$ cat src/rtl/alarm_buzzer_ctrl.sv
// alarm_buzzer_ctrl: gates the tone square wave clkm into ON/OFF beep bursts
// after an RTC alarm match. The alarm ends on stop, on disable, or after
// MAX_BURSTS ON+OFF pairs.
// Optional snooze support is built only when SNOOZE_ALARM_EN is defined.
module alarm_buzzer_ctrl #(
    parameter int ON_CYCLES  = 25_000_000,
    parameter int OFF_CYCLES = 25_000_000,
    parameter int MAX_BURSTS = 120,
    parameter int CNT_W      = 25,
    parameter int BURST_W    = 7,
    parameter int SNOOZE_W   = 36,
    parameter logic [SNOOZE_W-1:0] SNOOZE_CYCLES = 36'd30_000_000_000
) (
    input  logic clk,
    input  logic reset,
    input  logic clkm,
    input  logic alarm_en,
    input  logic alarm_match,
    input  logic stop,
    input  logic snooze,
    output logic buzzer,
    output logic alarm_active,
    output logic snoozing,
    output logic alarm_timeout
);

`ifdef SNOOZE_ALARM_EN
    typedef enum logic [1:0] {S_IDLE, S_ON, S_OFF, S_SNOOZE} state_t;
`else
    typedef enum logic [1:0] {S_IDLE, S_ON, S_OFF} state_t;
`endif

    localparam logic [CNT_W-1:0]   ON_LAST    = CNT_W'(ON_CYCLES - 1);
    localparam logic [CNT_W-1:0]   OFF_LAST   = CNT_W'(OFF_CYCLES - 1);
    localparam logic [BURST_W-1:0] BURST_LAST = BURST_W'(MAX_BURSTS - 1);

    state_t               state, state_next;
    logic [CNT_W-1:0]     cnt, cnt_next;
    logic [BURST_W-1:0]   bursts, bursts_next;
    logic                 match_q;
    logic                 timeout_next;
    logic                 trig;
    logic                 abort;

    assign trig  = alarm_match & ~match_q & alarm_en;
    assign abort = stop | ~alarm_en;

`ifdef SNOOZE_ALARM_EN
    logic [SNOOZE_W-1:0]  snz_cnt, snz_cnt_next;
    localparam logic [SNOOZE_W-1:0] SNZ_LAST = SNOOZE_CYCLES - 1'b1;

    // Snooze duration counter register
    always_ff @(posedge clk) begin
        if (reset) snz_cnt <= '0;
        else       snz_cnt <= snz_cnt_next;
    end

    assign snoozing = (state == S_SNOOZE);
`else
    logic unused_snooze;
    assign unused_snooze = ^{snooze, SNOOZE_CYCLES};
    assign snoozing      = 1'b0;
`endif

    assign alarm_active = (state != S_IDLE);

    // State, phase/burst counters, edge detector and registered outputs
    always_ff @(posedge clk) begin
        if (reset) begin
            state         <= S_IDLE;
            cnt           <= '0;
            bursts        <= '0;
            match_q       <= 1'b0;
            buzzer        <= 1'b0;
            alarm_timeout <= 1'b0;
        end else begin
            state         <= state_next;
            cnt           <= cnt_next;
            bursts        <= bursts_next;
            match_q       <= alarm_match;
            buzzer        <= (state == S_ON) & clkm;
            alarm_timeout <= timeout_next;
        end
    end

    // Next-state logic: abort beats snooze, snooze beats phase expiry
    always_comb begin
        state_next   = state;
        cnt_next     = cnt;
        bursts_next  = bursts;
        timeout_next = 1'b0;
`ifdef SNOOZE_ALARM_EN
        snz_cnt_next = snz_cnt;
`endif
        case (state)
            S_IDLE: begin
                if (trig) begin
                    state_next  = S_ON;
                    cnt_next    = '0;
                    bursts_next = '0;
                end
            end
            S_ON: begin
                if (abort) begin
                    state_next  = S_IDLE;
                    cnt_next    = '0;
                    bursts_next = '0;
`ifdef SNOOZE_ALARM_EN
                end else if (snooze) begin
                    state_next   = S_SNOOZE;
                    snz_cnt_next = '0;
                    bursts_next  = '0;
                    cnt_next     = '0;
`endif
                end else if (cnt == ON_LAST) begin
                    state_next = S_OFF;
                    cnt_next   = '0;
                end else begin
                    cnt_next = cnt + 1'b1;
                end
            end
            S_OFF: begin
                if (abort) begin
                    state_next  = S_IDLE;
                    cnt_next    = '0;
                    bursts_next = '0;
`ifdef SNOOZE_ALARM_EN
                end else if (snooze) begin
                    state_next   = S_SNOOZE;
                    snz_cnt_next = '0;
                    bursts_next  = '0;
                    cnt_next     = '0;
`endif
                end else if (cnt == OFF_LAST) begin
                    cnt_next = '0;
                    if (bursts == BURST_LAST) begin
                        state_next   = S_IDLE;
                        bursts_next  = '0;
                        timeout_next = 1'b1;
                    end else begin
                        state_next  = S_ON;
                        bursts_next = bursts + 1'b1;
                    end
                end else begin
                    cnt_next = cnt + 1'b1;
                end
            end
`ifdef SNOOZE_ALARM_EN
            S_SNOOZE: begin
                if (abort) begin
                    state_next  = S_IDLE;
                    cnt_next    = '0;
                    bursts_next = '0;
                end else if (snz_cnt == SNZ_LAST) begin
                    state_next = S_ON;
                    cnt_next   = '0;
                end else begin
                    snz_cnt_next = snz_cnt + 1'b1;
                end
            end
`endif
            default: begin
                state_next  = S_IDLE;
                cnt_next    = '0;
                bursts_next = '0;
            end
        endcase
    end

endmodule

$ cat config.mk
export PLATFORM = sky130hd
export DESIGN_NAME = alarm_buzzer_ctrl
export DESIGN_NICKNAME = d
export VERILOG_FILES = /design/src/rtl/alarm_buzzer_ctrl.sv
export SDC_FILE = /design/constraint.sdc
export NUM_CORES = 1
export LEC_CHECK = 0
export ABC_AREA = 0
export BUFFER_PORTS_ARGS = -buffer_cell sky130_fd_sc_hd__buf_2
export CAP_MARGIN = 0
export CORE_MARGIN = 8
export CORE_UTILIZATION = 60
export CTS_CLUSTER_DIAMETER = 50
export CTS_CLUSTER_SIZE = 30
export DETAILED_ROUTE_END_ITERATION = 6
export PLACE_DENSITY_LB_ADDON = 0.2
export SLEW_MARGIN = 20
export SYNTH_ARGS = -nofsm -noshare
export SYNTH_HDL_FRONTEND = slang
export SYNTH_SLANG_ARGS = --single-unit
$ cat constraint.sdc
create_clock -name clk -period 2.19 [get_ports clk]
set_input_delay 0.3285 -clock clk [delete_from_list [all_inputs] [get_ports clk]]
set_output_delay 0.3285 -clock clk [all_outputs]
set_load 0.05 [all_outputs]
---- Word level (Yosys, flattened, before mapping) ----
Cells that the tools add are included.
W data, S select, Z words.
word-level totals
  flip-flop bits (word level) ............. 37
  input bits .............................. 7
  logic and storage cells ................. 48
  output and inout bits ................... 4
cells by class
  equal/unequal tests ..................... 8
  $add $sub $neg .......................... 2
  bitwise operators ....................... 8
  mux-type cells .......................... 18
  reduce and logical (&&, ||, !) cells .... 6
operators by type and width
  cell                     number
  $mux W25                 3
  $pmux W25 S2             1
  $mux W7                  5
  $add A25 B1 Y25 const B  1
  $eq A25 B25 Y1 const B   1
  $pmux W7 S3              1
  $mux W2                  5
  $add A7 B1 Y7 const B    1
  $eq A7 B7 Y1 const B     1
  $pmux W2 S3              1
  $reduce_and A3 Y1        2
  $ne A2 B2 Y1 const B     2
  $not A1 Y1               4
  $reduce_or A4 Y1         1
  $and A1 B1 Y1            3
  $ne A3 B2 Y1 const B     1
  $ne A3 B3 Y1 const B     1
  $eq A2 B1 Y1 const B     1
  $eq A2 B2 Y1 const B     1
  $logic_not A2 Y1         1
  $mux W1                  2
  $reduce_bool A2 Y1       1
  $reduce_or A2 Y1         1
  $or A1 B1 Y1             1

---- Logic depth before layout (Yosys ltp) ----
Gate-level depths: netlist of the first run.
  depth in word-level cells ............... 5
  depth in mapped cells ................... 8
  gate-level depth less buffers ........... 7

---- Worst setup path before layout of the first run ----
No wires, ideal clock.
  path kind ............................... register -> register
  from .................................... register state[0]
  to ...................................... register cnt[4]
  library setup time ...................... 0.114 ns
  path buffers ............................ 2
  slack ................................... 0.443 ns
  period minus slack after synthesis ...... 1.747 ns
  stages on the path, launching flop included .. 9
  arrival time ............................ 1.633 ns
  data required time ...................... 2.076 ns
  path through ............................ dfxtp_1 > inv_1 > ha_1 > clkbuf_1 > and2_1 > clkbuf_1 > or3_1 > xor2_1 > nor2_1
on the way
  longest elaborated chain between the ends .. 3
  elaborated cells on any way between the ends .. 6
  classes of those cells .................. 3 x eq/ne; 1 x mux; 2 x reduce/logical
RTL lines
  item                                          line  source
  from (decl)                                   37    state_t state, state_next;
  from (signal assigned)                        77    state <= state_next;
  $eq A2 B1 Y1 or $eq A2 B2 Y1 (tied branches)  95    case (state)
  $reduce_or A2 Y1 (no line)                    n/a
  $pmux W25 S2                                  95
  to (signal assigned)                          78    cnt <= cnt_next;
  to (decl)                                     38    logic [CNT_W-1:0] cnt, cnt_next;
Several ways; a longest one is shown, not always the timed one.
A chain may end at the register's enable or synchronous reset.

---- Worst setup path in the final report of the first run ----
  from .................................... register cnt[17]
  to ...................................... register cnt[19]
on the way
  longest elaborated chain between the ends .. 4
  elaborated cells on any way between the ends .. 5
  classes of those cells .................. 1 x add/sub; 1 x eq/ne; 3 x mux
RTL lines
  item                                               line      source
  $add A25 B1 Y25 or $eq A25 B25 Y1 (tied branches)  n/a
  $mux W25 (*)                                       115, 134
  $mux W25 (*)                                       104       if (abort) begin
  $pmux W25 S2 (*)                                   95
Mark *: on every way between the ends. The rest lies on a longest branch, timed or not.

==> run metrics, run 1 <==
Worst VDD drop=321.5 uV; Post-Syn Nets=265; Setup TNS=0 ps; Post-synth EDFFs=0; Hold Path Depth=2; Switch Pwr=376.9 uW; period utilisation layout=90.19%; Die ar.=0.005799 mm^2; r2r setup slk=210 ps; area leader, netlist=dfxtp_1; most area-consuming cells after synthesis=dfxtp_1 (34%), nand4_1 (4.0%), nand2_1 (4.0%); hold path endpoint=buzzer; Final Skew=9.590 ps; Fmax=0.5063 GHz; die width=76.15 um; slew at the pin closest to its max-slew limit=591.1 ps; Layout Area Growth over Synthesis=7.089%; Final Core Density=64.96%; Post-Route WL=4.699 mm; row cnt=22; Pwr Density=545.7 mW/mm^2; H-tree levels=2; CTS clock-pin slew for the worst setup and hold paths=110 ps; largest net degree at the start of global routing=21; worst-path fanout max=12; Crit. End Element=flop; Hold Crit Start=clkm; total CTS buffers=5; leak pwr=0.0007920 uW; fin crit period=1975 ps; DRC violations left=0; FF+latch count, synth=37; Final Hold Viols=0; commonest non-fill, non-tap cell in the layout=dfxtp_1; worst setup margin=214.8 ps; total vias in the final route=1883; Max Cap Viol=0; clock tree root driver cell=clkbuf_4; Comb pwr share=16.5%; CP arrival=2220 ps; share of layout cells above drive strength 1=13.69%; CTS Buffer Depth=2; Setup WS pre-CTS=209.3 ps; grt ovf=0; Die Y=76.15 um; main flop type after synthesis=dfxtp_1; Clock power frac=29.6%; Vias/cell=6.055; Post-Syn Area=0.002171 mm^2; Switching Fraction=29.71%; worst path required time=2440 ps; CTS tree=done; Worst R2R Path Depth=6; Distinct cells, synth=54; Final Max Slew Viols=0; share of the synthesized area in the top cell type=34.12%; CP startpoint kind=flop; final net count=276; Syn Inst Count=252; commonest cells after routing, fill and taps aside=dfxtp_1 (37), nand2_1 (23), nor2_1 (23); vias in the first global route=1737; total clock sinks=37; fraction of registers with async set/reset=0%; post-synthesis sequential area ratio=34.12%; sequential power share=53.9%; status=finished clean; Starting Density=60.66%; endpoints failing setup=0; routed length per instance=15.11 um; Antenna Violating Nets Remaining=0; clk_lat worst skew=360 ps; Placer Congestion=0.8738; min-delay worst type=in -> reg; DP Wirelength=3.362 mm; Slew headroom=60.51%; Port Buffer Count=8; Pint=891.8 uW; hold_buf cts=0; postcts setup bufs=0; total track usage=16.84%; DRT iter0 DRCs=234; first-pass GRT wire length=8.280 mm; I/O pins=11; Design Power=1269 uW; synth warn=0; worst hold slack=204.6 ps; ant diodes=0; 1st-pass router iterations=4; initial antenna violation count=0; Syn Area/Cell=8.614 um^2; Setup CP Type=reg -> reg; Reg2Reg Launch Point=cnt[17]; unrepaired setup endpoints after global routing=no; FILL cells=334; Core Region=0.003578 mm^2; reg2reg end=cnt[19]; post-CTS sizing=0
layer usage:
metal	track usage (%)	routed length [um]	vias to the layer above
met2	24.08	1967	47
li1	-	-	940
met5	0	0	-
met4	6.923	61	0
met1	23.04	2380	890
met3	4.599	289	6
state kept, by name (all words and copies together) (netlist names):
| name | flops |
|---|---|
| match_q | 1 |
| alarm_timeout | 1 |
| state | 2 |
| cnt | 25 |
| buzzer | 1 |
| bursts | 7 |
worst max-delay path, stage by stage (launching register included):
cell      delay (ps)
dfxtp_1          390
nor4bb_1         470
and4_1           420
a21oi_2           90
buf_4            190
nor4bb_1         140
nand3b_1         160
how the worst max path moves through the flow:
stage,startpoint,end,slack [ps],cells past startpoint
floorplan,state[0],cnt[4],440,8
global placement,state[0],cnt[21],290,6
detailed placement,state[0],bursts[6],210,6
CTS,state[0],bursts[6],200,6
global route,state[0],bursts[6],30,6
finish,cnt[17],cnt[19],210,6
cell families (layout without fill, tap and decap cells):
logic type	Yosys count	count (layout)	synth area share, %
multiplexers	1	1	0.4611
other	1	1	0.1727
buffers and inverters	21	32	5.130
AO/OA/AOI/OAI	49	49	15.68
XOR/XNOR	15	15	6.052
adder cells (fa/ha/maj)	6	6	3.458
flip-flops	37	37	34.12
AND/OR/NAND/NOR	122	122	34.93
power groups by stage:
stage | logic (uW) | clock network, uW | registers (uW)
after global routing | 227 | 409 | 685
after CTS | 207 | 386 | 684
final | 209 | 376 | 684
after detailed placement | 205 | 0 | 699
after floorplan | 142 | 0 | 704
after global placement | 205 | 0 | 699
synthesized netlist by cell type (4+ instances only):
master	n
xnor2_1	6
inv_1	8
buf_4	4
xor2_1	9
o31ai_1	5
a21oi_1	13
nor2_1	23
dfxtp_1	37
and4_1	4
nor3b_1	7
and3_1	7
a31oi_1	8
nand3_1	10
o21ai_0	7
clkbuf_1	5
nand4_1	14
nand2_1	23
ha_1	6
per-stage QoR:
step | std cells | area, um^2
2_1_floorplan | 252 | 2171
3_3_place_gp | 304 | 2270
3_5_place_dp | 304 | 2270
4_1_cts | 311 | 2325
5_1_grt | 311 | 2325
6_report | 311 | 2325
area by class of cell:
| class | instances | area [um^2] | share of cell area, % |
|---|---|---|---|
| Sequential cell | 37 | 740.7 | 31.86 |
| Multi-Input combinational cell | 194 | 1319 | 56.73 |
| Clock buffer | 7 | 55.05 | 2.368 |
| Tap cell | 48 | 60.06 | 2.583 |
| Timing Repair Buffer | 17 | 120.1 | 5.167 |
| Inverter | 8 | 30.03 | 1.292 |
No activity file was read; power rests on OpenSTA's default activity.
==> run 2, diff against run 1 <==
==> constraint.sdc (replaced) <==
create_clock -name clk -period 2.1 [get_ports clk]
set_input_delay 0.315 -clock clk [delete_from_list [all_inputs] [get_ports clk]]
set_output_delay 0.315 -clock clk [all_outputs]
set_load 0.05 [all_outputs]
==> run 2 against run 1 <==
Cell area up 1.4%; critical endpoint is now cnt[3]; hold slack worse by 14 ps; largest power group unchanged; sequential power up 4.2%; largest cell class unchanged.
==> run metrics, run 2 (synthesis results as in run 1) <==
Fmax=0.5264 GHz (+4.0%); first-pass GRT wire length=8.266 mm (-0.17%); CTS Buffer Depth=2 (unchanged); worst path bufs/invs=1 (unchanged); DP Wirelength=3.326 mm (-1.1%); routed length per instance=14.84 um (-1.8%); CTS clock-pin slew for the worst setup and hold paths=110 ps (about the same); leak pwr=0.0008146 uW (+2.9%); commonest cells after routing, fill and taps aside=dfxtp_1 (37), nand2_1 (23), nor2_1 (23); CP arrival=2140 ps (-80 ps); Biggest register=cnt; total CTS buffers=5 (unchanged); initial antenna violation count=0 (unchanged); CP startpoint kind=flop; fin crit period=1900 ps (-75.43 ps); I/O pins=11 (unchanged); clock tree root driver cell=clkbuf_4; endpoints failing setup=0 (unchanged); Setup CP Type=reg -> reg; Vias/cell=5.975 (-1.3%); total vias in the final route=1888 (+0.27%); Largest regs=cnt (25), bursts (7), state (2); 1st-pass router iterations=4 (unchanged); share of layout cells above drive strength 1=15.67% (+2.0 points); Die Y=76.15 um (unchanged); vias in the first global route=1788 (+2.9%); commonest non-fill, non-tap cell in the layout=dfxtp_1; grt ovf=0 (unchanged); Switch Pwr=387.9 uW (+2.9%); worst hold slack=190.3 ps (-14.35 ps); die width=76.15 um (unchanged); Layout Area Growth over Synthesis=8.588%; placed cell area=0.002300 mm^2 (+1.3%); max reg flops=25 (unchanged); Final Hold Viols=0 (unchanged); Final Max Slew Viols=0 (unchanged); clk_lat worst skew=340 ps (-20 ps); largest net degree at the start of global routing=21 (unchanged); Port Buffer Count=8 (unchanged); unrepaired setup endpoints after global routing=no; row cnt=22 (unchanged); Clock power frac=27.7% (-1.9 points); Post-Route WL=4.690 mm (-0.19%); Setup TNS=0 ps (unchanged); Die ar.=0.005799 mm^2 (unchanged); ant diodes=0 (unchanged); DRC violations left=0 (unchanged); Comb pwr share=16.9% (+0.4 points); DRT iter0 DRCs=195 (-17%); H-tree levels=2 (unchanged); Max Cap Viol=0 (unchanged); Placer Congestion=0.8658 (-0.92%); worst path required time=2340 ps (-100 ps); Pint=899.4 uW (+0.86%); min-delay worst type=in -> reg; worst-path fanout max=20 (+8); final instance area=0.002357 mm^2 (+1.4%); Antenna Violating Nets Remaining=0 (unchanged); CTS tree=done; Crit-path slowest cell=and4_1; family with the most delay on the worst path=simple AND/OR/NAND/NOR gates; total clock sinks=37 (unchanged); Starting Density=60.66% (unchanged); sequential power share=55.4% (+1.5 points); CP cell instances=nor4bb_2, and4_1, a21oi_2, o21ai_1, buf_12, nor2_1; Pwr Density=546.1 mW/mm^2 (about the same); period utilisation layout=90.46% (+0.27 points); CP max stage delay=390 ps (-80 ps); Crit. End Element=flop; Final Skew=11.47 ps (+1.878 ps); status=finished clean; Core Region=0.003578 mm^2 (unchanged); postcts setup bufs=0 (unchanged); Switching Fraction=30.13% (+0.42 points); Worst VDD drop=398.5 uV (+24%); final net count=280 (+1.4%); total track usage=16.76% (-0.081 points)
-- run 2: final timing paths --
path / start / end / slack (ps) / cells past startpoint
max: cnt[17] / cnt[3] / 200 / 6
max reg2reg: cnt[17] / cnt[3] / 200 / 6
min reg2reg: bursts[6] / bursts[6] / 500 / 1
min: clkm / buzzer / 190 / 2
-- run 2: cell type report --
cell class / count / area [um^2]
clock buffers: 6 / 41.29
well taps: 48 / 60.06
flip-flops and latches: 37 / 740.7
multi-input cells: 194 / 1325
repair buffers: 21 / 150.1
inverters: 8 / 30.03
clock inverters: 2 / 10.01
fillers: 333 / 1221
-- run 2: power groups by stage --
| stage | clock network [uW] | registers, uW | logic [uW] |
|---|---|---|---|
| final | 357 | 713 | 217 |
| after global routing | 400 | 714 | 238 |
| after CTS | 374 | 713 | 216 |
| after detailed placement | 0 | 729 | 214 |
| after global placement | 0 | 729 | 212 |
| after floorplan | 0 | 734 | 148 |
-- run 2: metal layers --
metal  part of all wire [%]  GRT usage [%]  up-vias
met1                     49          22.69      882
met2                     44          25.36       45
met5                      0              0        -
met4                    1.1          4.615        0
met3                    5.3          4.481        6
li1                       -              -      955
-- run 2: what timing repair did --
item | in CTS | in global routing
setup endpoints to repair | 0 | 10
hold buffers | 0 | 0
resized for setup | 0 | 1
-- run 2: through the flow --
stage | std cells | total power (uW) | utilization, % | setup WS, ps
4_1_cts | 316 | 1303 | 65.70 | 148.2
6_report | 316 | 1287 | 65.87 | 200.2
2_1_floorplan | 252 | 882.3 | - | 352.9
3_3_place_gp | 308 | 940.7 | 64.27 | 226.7
5_1_grt | 316 | 1353 | 65.87 | 54.20
3_5_place_dp | 308 | 943.7 | 64.27 | 189.8
